--- config.mk ---
export PLATFORM = sky130hd
export DESIGN_NAME = memory_burst_ctrl_flat
export DESIGN_NICKNAME = d
export VERILOG_FILES = /design/src/rtl/memory_burst_ctrl_if.sv /design/src/rtl/memory_burst_ctrl.sv /design/src/flat_wrapper.sv
export SDC_FILE = /design/constraint.sdc
export NUM_CORES = 1
export LEC_CHECK = 0
export CAP_MARGIN = 20
export CELL_PAD_IN_SITES_DETAIL_PLACEMENT = 1
export CELL_PAD_IN_SITES_GLOBAL_PLACEMENT = 2
export CORE_AREA = 2 2 416 418
export DETAILED_ROUTE_END_ITERATION = 8
export DIE_AREA = 0 0 418 420
export GPL_TIMING_DRIVEN = 0
export HOLD_SLACK_MARGIN = 0.03
export PLACE_DENSITY = 0.59
export SLEW_MARGIN = 30
export SYNTH_ARGS = -nofsm -noshare
export SYNTH_HDL_FRONTEND = slang
export SYNTH_SLANG_ARGS = --single-unit
export TNS_END_PERCENT = 20
--- constraint.sdc ---
create_clock -name clk -period 2.5 [get_ports clk]
set_clock_uncertainty 0.05 [all_clocks]
set_input_delay 0.25 -clock clk [delete_from_list [all_inputs] [get_ports clk]]
set_output_delay 0.25 -clock clk [all_outputs]
set_load 0.05 [all_outputs]
--- src/rtl/memory_burst_ctrl_if.sv ---
// Bus bundle between the tile sequencer, the burst controller and the memory port.
// The controller connects through master; the sequencer/memory side through slave.
interface memory_burst_ctrl_if #(
  parameter int unsigned DATA_WIDTH = 256,
  parameter int unsigned ADDR_WIDTH = 16,
  parameter int unsigned LEN_WIDTH  = 4
);
  logic                  cmd_valid_i;
  logic                  cmd_ready_o;
  logic                  cmd_w_en_i;
  logic [ADDR_WIDTH-1:0] cmd_addr_i;
  logic [LEN_WIDTH-1:0]  cmd_len_i;
  logic                  wr_valid_i;
  logic                  wr_ready_o;
  logic [DATA_WIDTH-1:0] wr_data_i;
  logic                  rd_valid_o;
  logic                  rd_ready_i;
  logic [DATA_WIDTH-1:0] rd_data_o;
  logic                  done_o;
  logic                  busy_o;
  logic                  mem_req_o;
  logic                  mem_w_en_o;
  logic [ADDR_WIDTH-1:0] mem_addr_o;
  logic [DATA_WIDTH-1:0] mem_w_data_o;
  logic [DATA_WIDTH-1:0] mem_r_data_i;
  logic                  mem_ack_i;

  modport master (
    input  cmd_valid_i, cmd_w_en_i, cmd_addr_i, cmd_len_i,
    input  wr_valid_i, wr_data_i, rd_ready_i, mem_r_data_i, mem_ack_i,
    output cmd_ready_o, wr_ready_o, rd_valid_o, rd_data_o, done_o, busy_o,
    output mem_req_o, mem_w_en_o, mem_addr_o, mem_w_data_o
  );

  modport slave (
    output cmd_valid_i, cmd_w_en_i, cmd_addr_i, cmd_len_i,
    output wr_valid_i, wr_data_i, rd_ready_i, mem_r_data_i, mem_ack_i,
    input  cmd_ready_o, wr_ready_o, rd_valid_o, rd_data_o, done_o, busy_o,
    input  mem_req_o, mem_w_en_o, mem_addr_o, mem_w_data_o
  );
endinterface

--- src/rtl/memory_burst_ctrl.sv ---
// Multi-beat memory-bus master: queues burst commands and runs each one as a
// sequence of req/ack beats with write-data streaming and read-data backpressure.
module memory_burst_ctrl #(
  parameter int unsigned DATA_WIDTH  = 256,
  parameter int unsigned ADDR_WIDTH  = 16,
  parameter int unsigned LEN_WIDTH   = 4,
  parameter int unsigned ADDR_STRIDE = 1,
  parameter int unsigned CMD_DEPTH   = 4
) (
  input logic               clk,
  input logic               reset,
  memory_burst_ctrl_if.master bus
);

  localparam int unsigned PtrW = $clog2(CMD_DEPTH);
  localparam int unsigned EntW = 1 + ADDR_WIDTH + LEN_WIDTH;
  localparam logic [PtrW:0]           PtrOne = (PtrW + 1)'(1);
  localparam logic [LEN_WIDTH-1:0]    CntOne = LEN_WIDTH'(1);
  localparam logic [ADDR_WIDTH-1:0]   Stride = ADDR_WIDTH'(ADDR_STRIDE);

  typedef enum logic [1:0] {StIdle, StWrWait, StReq, StRdHold} state_e;

  // Command FIFO; pointers carry one extra wrap bit to tell full from empty.
  logic [EntW-1:0] fifo_q [CMD_DEPTH];
  logic [PtrW:0]   wr_ptr_q, rd_ptr_q;
  logic            fifo_full, fifo_empty, push, pop;
  logic [EntW-1:0] head;
  logic            head_w_en;
  logic [ADDR_WIDTH-1:0] head_addr;
  logic [LEN_WIDTH-1:0]  head_len;

  state_e                state_q, state_d;
  logic [ADDR_WIDTH-1:0] addr_q, addr_d;
  logic [LEN_WIDTH-1:0]  cnt_q, cnt_d;
  logic                  w_en_q, w_en_d;
  logic [DATA_WIDTH-1:0] wdata_q, wdata_d;
  logic [DATA_WIDTH-1:0] rdata_q, rdata_d;
  logic                  req_q, req_d;
  logic                  done_q, done_d;
  logic                  ack, last_beat;

  assign fifo_empty = (wr_ptr_q == rd_ptr_q);
  assign fifo_full  = (wr_ptr_q[PtrW] != rd_ptr_q[PtrW]) &&
                      (wr_ptr_q[PtrW-1:0] == rd_ptr_q[PtrW-1:0]);
  assign push       = bus.cmd_valid_i & ~fifo_full;
  assign pop        = (state_q == StIdle) & ~fifo_empty;

  assign head      = fifo_q[rd_ptr_q[PtrW-1:0]];
  assign head_w_en = head[EntW-1];
  assign head_addr = head[ADDR_WIDTH+LEN_WIDTH-1:LEN_WIDTH];
  assign head_len  = head[LEN_WIDTH-1:0];

  always_ff @(posedge clk) begin
    if (reset) begin
      wr_ptr_q <= '0;
      rd_ptr_q <= '0;
      for (int i = 0; i < CMD_DEPTH; i++) begin
        fifo_q[i] <= '0;
      end
    end else begin
      if (push) begin
        fifo_q[wr_ptr_q[PtrW-1:0]] <= {bus.cmd_w_en_i, bus.cmd_addr_i, bus.cmd_len_i};
        wr_ptr_q                   <= wr_ptr_q + PtrOne;
      end
      if (pop) begin
        rd_ptr_q <= rd_ptr_q + PtrOne;
      end
    end
  end

  // Only an ack that meets a raised request counts; stray acks fall through.
  assign ack       = req_q & bus.mem_ack_i;
  assign last_beat = (cnt_q == '0);

  always_comb begin
    state_d = state_q;
    addr_d  = addr_q;
    cnt_d   = cnt_q;
    w_en_d  = w_en_q;
    wdata_d = wdata_q;
    rdata_d = rdata_q;
    req_d   = 1'b0;
    done_d  = 1'b0;
    unique case (state_q)
      StIdle: begin
        if (!fifo_empty) begin
          addr_d  = head_addr;
          cnt_d   = head_len;
          w_en_d  = head_w_en;
          state_d = head_w_en ? StWrWait : StReq;
        end
      end
      StWrWait: begin
        if (bus.wr_valid_i) begin
          wdata_d = bus.wr_data_i;
          state_d = StReq;
        end
      end
      StReq: begin
        // Request rises one cycle after entering REQ and drops on the accepting edge.
        req_d = ~ack;
        if (ack) begin
          if (!w_en_q) begin
            rdata_d = bus.mem_r_data_i;
            state_d = StRdHold;
          end else if (last_beat) begin
            done_d  = 1'b1;
            state_d = StIdle;
          end else begin
            addr_d  = addr_q + Stride;
            cnt_d   = cnt_q - CntOne;
            state_d = StWrWait;
          end
        end
      end
      StRdHold: begin
        if (bus.rd_ready_i) begin
          if (last_beat) begin
            done_d  = 1'b1;
            state_d = StIdle;
          end else begin
            addr_d  = addr_q + Stride;
            cnt_d   = cnt_q - CntOne;
            state_d = StReq;
          end
        end
      end
      default: state_d = StIdle;
    endcase
  end

  always_ff @(posedge clk) begin
    if (reset) begin
      state_q <= StIdle;
      addr_q  <= '0;
      cnt_q   <= '0;
      w_en_q  <= 1'b0;
      wdata_q <= '0;
      rdata_q <= '0;
      req_q   <= 1'b0;
      done_q  <= 1'b0;
    end else begin
      state_q <= state_d;
      addr_q  <= addr_d;
      cnt_q   <= cnt_d;
      w_en_q  <= w_en_d;
      wdata_q <= wdata_d;
      rdata_q <= rdata_d;
      req_q   <= req_d;
      done_q  <= done_d;
    end
  end

  assign bus.cmd_ready_o  = ~fifo_full;
  assign bus.wr_ready_o   = (state_q == StWrWait);
  assign bus.rd_valid_o   = (state_q == StRdHold);
  assign bus.rd_data_o    = rdata_q;
  assign bus.done_o       = done_q;
  assign bus.busy_o       = ~fifo_empty | (state_q != StIdle);
  assign bus.mem_req_o    = req_q;
  assign bus.mem_w_en_o   = w_en_q;
  assign bus.mem_addr_o   = addr_q;
  assign bus.mem_w_data_o = wdata_q;

endmodule

--- src/flat_wrapper.sv ---
// flat-port wrapper written by rule: the top's interface ports become plain ports
module memory_burst_ctrl_flat 
#(
  parameter int unsigned DATA_WIDTH  = 256,
  parameter int unsigned ADDR_WIDTH  = 16,
  parameter int unsigned LEN_WIDTH   = 4,
  parameter int unsigned ADDR_STRIDE = 1,
  parameter int unsigned CMD_DEPTH   = 4
)
  (clk, reset, bus_cmd_valid_i, bus_cmd_w_en_i, bus_cmd_addr_i, bus_cmd_len_i, bus_wr_valid_i, bus_wr_data_i, bus_rd_ready_i, bus_mem_r_data_i, bus_mem_ack_i, bus_cmd_ready_o, bus_wr_ready_o, bus_rd_valid_o, bus_rd_data_o, bus_done_o, bus_busy_o, bus_mem_req_o, bus_mem_w_en_o, bus_mem_addr_o, bus_mem_w_data_o);
  memory_burst_ctrl_if #(.DATA_WIDTH(DATA_WIDTH), .ADDR_WIDTH(ADDR_WIDTH), .LEN_WIDTH(LEN_WIDTH)) bus_i ();
  input logic clk;
  input logic reset;
  input wire logic [$bits(bus_i.cmd_valid_i)-1:0] bus_cmd_valid_i;
  input wire logic [$bits(bus_i.cmd_w_en_i)-1:0] bus_cmd_w_en_i;
  input wire logic [$bits(bus_i.cmd_addr_i)-1:0] bus_cmd_addr_i;
  input wire logic [$bits(bus_i.cmd_len_i)-1:0] bus_cmd_len_i;
  input wire logic [$bits(bus_i.wr_valid_i)-1:0] bus_wr_valid_i;
  input wire logic [$bits(bus_i.wr_data_i)-1:0] bus_wr_data_i;
  input wire logic [$bits(bus_i.rd_ready_i)-1:0] bus_rd_ready_i;
  input wire logic [$bits(bus_i.mem_r_data_i)-1:0] bus_mem_r_data_i;
  input wire logic [$bits(bus_i.mem_ack_i)-1:0] bus_mem_ack_i;
  output wire logic [$bits(bus_i.cmd_ready_o)-1:0] bus_cmd_ready_o;
  output wire logic [$bits(bus_i.wr_ready_o)-1:0] bus_wr_ready_o;
  output wire logic [$bits(bus_i.rd_valid_o)-1:0] bus_rd_valid_o;
  output wire logic [$bits(bus_i.rd_data_o)-1:0] bus_rd_data_o;
  output wire logic [$bits(bus_i.done_o)-1:0] bus_done_o;
  output wire logic [$bits(bus_i.busy_o)-1:0] bus_busy_o;
  output wire logic [$bits(bus_i.mem_req_o)-1:0] bus_mem_req_o;
  output wire logic [$bits(bus_i.mem_w_en_o)-1:0] bus_mem_w_en_o;
  output wire logic [$bits(bus_i.mem_addr_o)-1:0] bus_mem_addr_o;
  output wire logic [$bits(bus_i.mem_w_data_o)-1:0] bus_mem_w_data_o;
  assign bus_i.cmd_valid_i = bus_cmd_valid_i;
  assign bus_i.cmd_w_en_i = bus_cmd_w_en_i;
  assign bus_i.cmd_addr_i = bus_cmd_addr_i;
  assign bus_i.cmd_len_i = bus_cmd_len_i;
  assign bus_i.wr_valid_i = bus_wr_valid_i;
  assign bus_i.wr_data_i = bus_wr_data_i;
  assign bus_i.rd_ready_i = bus_rd_ready_i;
  assign bus_i.mem_r_data_i = bus_mem_r_data_i;
  assign bus_i.mem_ack_i = bus_mem_ack_i;
  assign bus_cmd_ready_o = bus_i.cmd_ready_o;
  assign bus_wr_ready_o = bus_i.wr_ready_o;
  assign bus_rd_valid_o = bus_i.rd_valid_o;
  assign bus_rd_data_o = bus_i.rd_data_o;
  assign bus_done_o = bus_i.done_o;
  assign bus_busy_o = bus_i.busy_o;
  assign bus_mem_req_o = bus_i.mem_req_o;
  assign bus_mem_w_en_o = bus_i.mem_w_en_o;
  assign bus_mem_addr_o = bus_i.mem_addr_o;
  assign bus_mem_w_data_o = bus_i.mem_w_data_o;
  memory_burst_ctrl #(.DATA_WIDTH(DATA_WIDTH), .ADDR_WIDTH(ADDR_WIDTH), .LEN_WIDTH(LEN_WIDTH), .ADDR_STRIDE(ADDR_STRIDE), .CMD_DEPTH(CMD_DEPTH)) u_core (.clk(clk), .reset(reset), .bus(bus_i));
endmodule
Word-level counts from Yosys, hierarchy flattened --
Memories as Yosys holds them, arrays and structs flattened. A register that Yosys moved wholly into a read port is not among the register bits. Index checks and enable logic that the tools add are counted.
Storage, ports and cells: logic and storage cells 83, register bits 543, input port bits 539, bits in writable memories 84, memories kept 1
Memory list:
- u_core.fifo_q | words 4, width 21, read ports 1, clocked after memory_dff 1, write ports 4, line memory_burst_ctrl.sv:24 | logic [EntW-1:0] fifo_q [CMD_DEPTH];
Cells by class: reductions and logical operators 12, add/subtract/negate cells 4, muxes and demuxes 36, equal/unequal tests 11, bitwise operators 9
Operator list (number):
- 16-bit two-way mux | 5
- 16-bit case mux with 3 select lines | 1
- 21-bit two-way mux | 1
- 21-bit OR reduction | 1
- 2-bit two-way mux | 10
- 4-bit two-way mux | 5
- 16-bit by 1-bit adder with 16-bit output, second input constant | 1
- 4-bit case mux with 3 select lines | 1
- 1-bit two-way mux | 11
- 2-bit case mux with 4 select lines | 1
- 3-bit by 1-bit adder with 3-bit output, second input constant | 2
- 2-bit != test, second input constant | 3
- 1-bit inverter | 5
- 5-bit AND reduction | 1
- 2-bit equality test, second input constant | 2
- 4-bit zero test | 1
- 2-bit by 1-bit != test with 1-bit output, second input constant | 2
- 2-bit AND reduction | 2
- 4-bit AND reduction | 1
- 4-bit by 1-bit subtractor with 4-bit output, second input constant | 1
- 1-bit bitwise AND | 3
- 3-bit equality test | 1
- 3-bit AND reduction | 1
- 3-bit nonzero test | 1
- other kinds (9) | 9

Depth between registers and ports, before layout --
Gate-level depths: netlist of run 1.
word-level depth 9, gate-level depth with buffers 8, gate-level depth less buffers 7

Worst setup path before layout of run 1 --
Ideal clock, no wire load.
kind flip-flop to flip-flop, from reg u_core.state_q[1], to reg u_core.wdata_q[100] (netlist: u_core.bus.mem_w_data_o[100]), clock period less this slack 2.416 ns, arrival time 2.296 ns, stages on the path, launching flop included 9, data required time 2.380 ns, slack 0.084 ns, cell sequence dfxtp_1 -> clkbuf_1 -> nor2b_1 -> and2_1 -> clkbuf_1 -> clkbuf_1 -> clkbuf_1 -> nand2_1 -> a21oi_1
Between the ends: cells in the longest elaborated chain, start to end 2
Ends and longest elaborated chain:
- start, declared | line memory_burst_ctrl.sv:32 | state_e state_q, state_d;
- start signal, assigned | line memory_burst_ctrl.sv:134 | state_q <= StIdle;
- start signal, assigned | line memory_burst_ctrl.sv:143 | state_q <= state_d;
- 2-bit by 1-bit equality test with 1-bit output
- named net bus_wr_ready_o | line flat_wrapper.sv:24 | output wire logic [$bits(bus_i.wr_ready_o)-1:0] bus_wr_ready_o;
- 2-bit AND reduction (no source line)
- end signal, assigned | line memory_burst_ctrl.sv:147 | wdata_q <= wdata_d;
- end, declared | line memory_burst_ctrl.sv:36 | logic [DATA_WIDTH-1:0] wdata_q, wdata_d;
The timed path passes the listed nets, and every way through them passes these cells. A chain may end at the register's enable or synchronous reset.

Worst setup path after layout of run 1 --
from reg u_core.wdata_q[42] (netlist: u_core.bus.mem_w_data_o[42]), to out bus_mem_w_data_o[42]
RTL lines:
- end, declared | line flat_wrapper.sv:32 | output wire logic [$bits(bus_i.mem_w_data_o)-1:0] bus_mem_w_data_o;
No word-level cell between the ends.

==> results of run 1 <==
## worst paths after layout
path	end	startpoint	slack, ns	cells past startpoint
hold / removal	u_core.bus.mem_w_data_o[28]	bus_wr_data_i[28]	0.11	3
hold reg to reg	u_core.bus.rd_data_o[244]	u_core.bus.rd_data_o[244]	0.40	2
setup reg to reg	u_core.bus.mem_w_data_o[235]	u_core.state_q[1]	0.12	7
setup / recovery	bus_mem_w_data_o[42]	u_core.bus.mem_w_data_o[42]	0.09	1
## routing by layer
layer | up-vias | part of all wire | GRT usage
met2 | 792 | 0.51 | 0.292
met3 | 267 | 0.070 | 0.0527
li1 | 12000 | - | -
met4 | 36 | 0.044 | 0.0680
met1 | 11900 | 0.37 | 0.171
met5 | - | 0.0017 | 0
## registers in the layout, summed over array words and instances (netlist names), named ones only
| signal | count |
|---|---|
| u_core.bus.mem_req_o | 1 |
| u_core.bus.done_o | 1 |
| u_core.bus.mem_addr_o | 16 |
| u_core.fifo_q | 84 |
| u_core.bus.mem_w_en_o | 1 |
| u_core.state_q | 2 |
| u_core.cnt_q | 4 |
| u_core.rd_ptr_q | 3 |
| u_core.bus.rd_data_o | 256 |
| u_core.bus.mem_w_data_o | 256 |
| u_core.wr_ptr_q | 3 |
## placed cells by master (no fill, tap or decap), drive strengths merged, types with 12 or more instances in the layout
| master | count |
|---|---|
| mux4 | 21 |
| a21oi | 526 |
| nand2 | 1059 |
| dlygate4sd3 | 411 |
| clkbuf | 297 |
| o21ai | 12 |
| diode | 14 |
| clkdlybuf4s50 | 1060 |
| nand3 | 15 |
| and2 | 89 |
| edfxtp | 84 |
| dfxtp | 545 |
| buf | 29 |
| nor2 | 21 |
## tightest hold or removal path: cells and delay by family
| kind | cells | cell delay, ns |
|---|---|---|
| compound gates | 1 | 0.06 |
| buf+inv | 1 | 0.42 |
| simple gates | 1 | 0.09 |
## per-stage QoR
stage / setup TNS, ns / hold slack (ns) / std cells / worst slack (ns) / power [mW]
floorplan: 0 / 0.336 / 2676 / 0.0839 / 16.6
global placement: -823.86 / 0.391 / 5982 / -2.15 / 20.7
detailed placement: -471.75 / 0.397 / 5983 / -1.10 / 20.8
CTS: -0.0885 / 0.0318 / 6540 / -0.0885 / 34.5
global route: -1.82 / 0.0553 / 6550 / -0.0724 / 35.4
finish: 0 / 0.109 / 6554 / 0.0933 / 33.9
## cells by family (layout without fill, tap and decap cells)
kind of cell	after synthesis	after routing	share of synthesized area
AND/OR/NAND/NOR	1223	1223	0.218
flip-flops	629	629	0.586
adder cells (fa/ha/maj)	4	4	0.00218
other	0	14	0
AO/OA/AOI/OAI	579	579	0.132
multiplexers	27	27	0.0234
buffers and inverters	206	1837	0.0352
XOR/XNOR	8	8	0.00371
## power by group through the flow
stage	Sequential, mW	Combinational [mW]	Clock [mW]
final	11.7	9.44	12.8
after global routing	11.8	10.0	13.5
after CTS	11.7	9.61	13.2
after detailed placement	11.9	8.93	0
after global placement	11.8	8.90	0
after floorplan	14.0	2.68	0
## cell type report
class	count	area, µm²	share of cell area
Antenna cell	14	35.0	0.000802
Buffer	199	883	0.0202
Clock buffer	124	2490	0.0569
Clock inverter	23	372	0.00851
Inverter	6	22.5	0.000516
Multi-Input combinational cell	1841	8780	0.201
Sequential cell	629	13400	0.308
Tap cell	2233	2790	0.0640
Timing Repair Buffer	1485	14900	0.340
## timing repair
item / 4_1_cts / 5_1_grt
gates resized for setup: 73 / 52
endpoints found under the hold margin: 411 / 0
setup endpoints to repair: 598 / 217
hold buffers: 411 / 0
==> impl_results.md, run 1 <==
* Final Max Slew Viols at 0
* Post-synth top cells: nand2_1 (1058), dfxtp_1 (545), a21oi_1 (526), clkbuf_1 (171), and2_1 (88)
* Fmax at 415 MHz
* Worst Path Arrival at 2.11 ns
* Starting DRC count in detailed routing at 970
* Share of cells above drive strength 1 at 0.0627
* Sequential share of the synthesized area at 0.586
* Vias at 25.0k
* Synth Flop Type: dfxtp_1
* Syn_area_per_cell at 8.57 µm²
* Area Growth Syn to Fin at 90.4%
* Ys async rst share at 0
* Flop pwr share at 0.344
* Worst Path Buf+Inv at 1
* FILL cells at 19.9k
* # IOs at 1074
* Synth area leader: dfxtp_1
* Vias in the first global route at 26.3k
* Port Buffers at 1073
* CP Class: flip-flop to output port
* Hold Crit Class: input port to flip-flop
* Cells along the critical path: clkdlybuf4s50_1
* Fin nets at 4791
* Pin count of the biggest net entering global routing at 22
* Placed cell areas at 36500 µm²
* Internal power at 22.1 mW
* Synth top area cells: dfxtp_1 (48%), nand2_1 (17%), a21oi_1 (11%)
* DR pass1 iterations at 5
* Total congestion overflow at 0
* Post-CTS Setup Inserts at 0
* Clock slew at reported path FFs at 0.06 ns
* Final core occ at 0.255
* Slew margin rel. at 0.402
* Static Leak at 14.7 nW
* MaxCap Viol Count at 0
* Max FO, Critical Path at 2
* CP endpoint kind: output port
* Core area at 171000 µm²
* RSZ-0062 raised after global routing: yes
* GPL Wtd Cong at 0.825
* # rows at 152
* Die Ht at 420 µm
* Routed WL at 148000 µm
* Status: complete, no violations
* Clock power share at 0.377
* Combinational share of power at 0.279
* Syn Nets at 3219
* Die width at 418 µm
* Clk_lat worst skew at 0.70 ns
* Starting density of the core at 0.134
* Count leader, synth: nand2_1
* CP top delay family: buffers and inverters
* CTS tree: yes
* Hpwl dp at 119000 µm
* Syn Std Cell Area at 22900 µm²
* CP required at 2.20 ns
* DIE AREA at 176000 µm²
* Final instance area at 43700 µm²
* Number of clock sinks at 629
* Fin crit period at 2.41 ns
* Number of synthesized flops with an enable pin at 84
* Period Utilization, post-route at 0.963
* Power Density at 775 nW/µm²
* Synthesized flop and latch total at 629
* Initial antenna violation count at 62
* Crit-path slowest cell: clkdlybuf4s50_1
* GRT Resource Usage Total at 0.162
* DR WL/cell at 22.5 µm
* P_sw at 11.7 mW
* Residual DRC at 0
* Root buffer cell: clkbuf_16
* Switching Share at 0.346
* CTS Buffer Depth at 3
* Final ANT Viol Nets at 0
* Ys Warns at 0
* First-pass GRT wire length at 201000 µm
* Worst vdd ir at 0.455 mV
* Post-Synthesis Cells at 2676
* Yosys top cell area share at 0.476
* Setup violators final at 0
* CP startpoint kind: flip-flop
* Vias/cell at 3.81
* Total CTS buffers at 86
* Crit-path max cell delay at 1.06 ns
* H-tree lvl count at 3
* Cell variety after synth at 59
* Worst Max-Slew Pin Slew at 0.900 ns
* Final Hold Fails at 0
Power figures use the tool's default switching activity.
==> inputs of run 2 (changes only) <==
Settings changed: CTS_CLUSTER_DIAMETER set to 120.
==> results of run 2 <==
The final DEF is identical to that of run 1; final timing and power are the same.
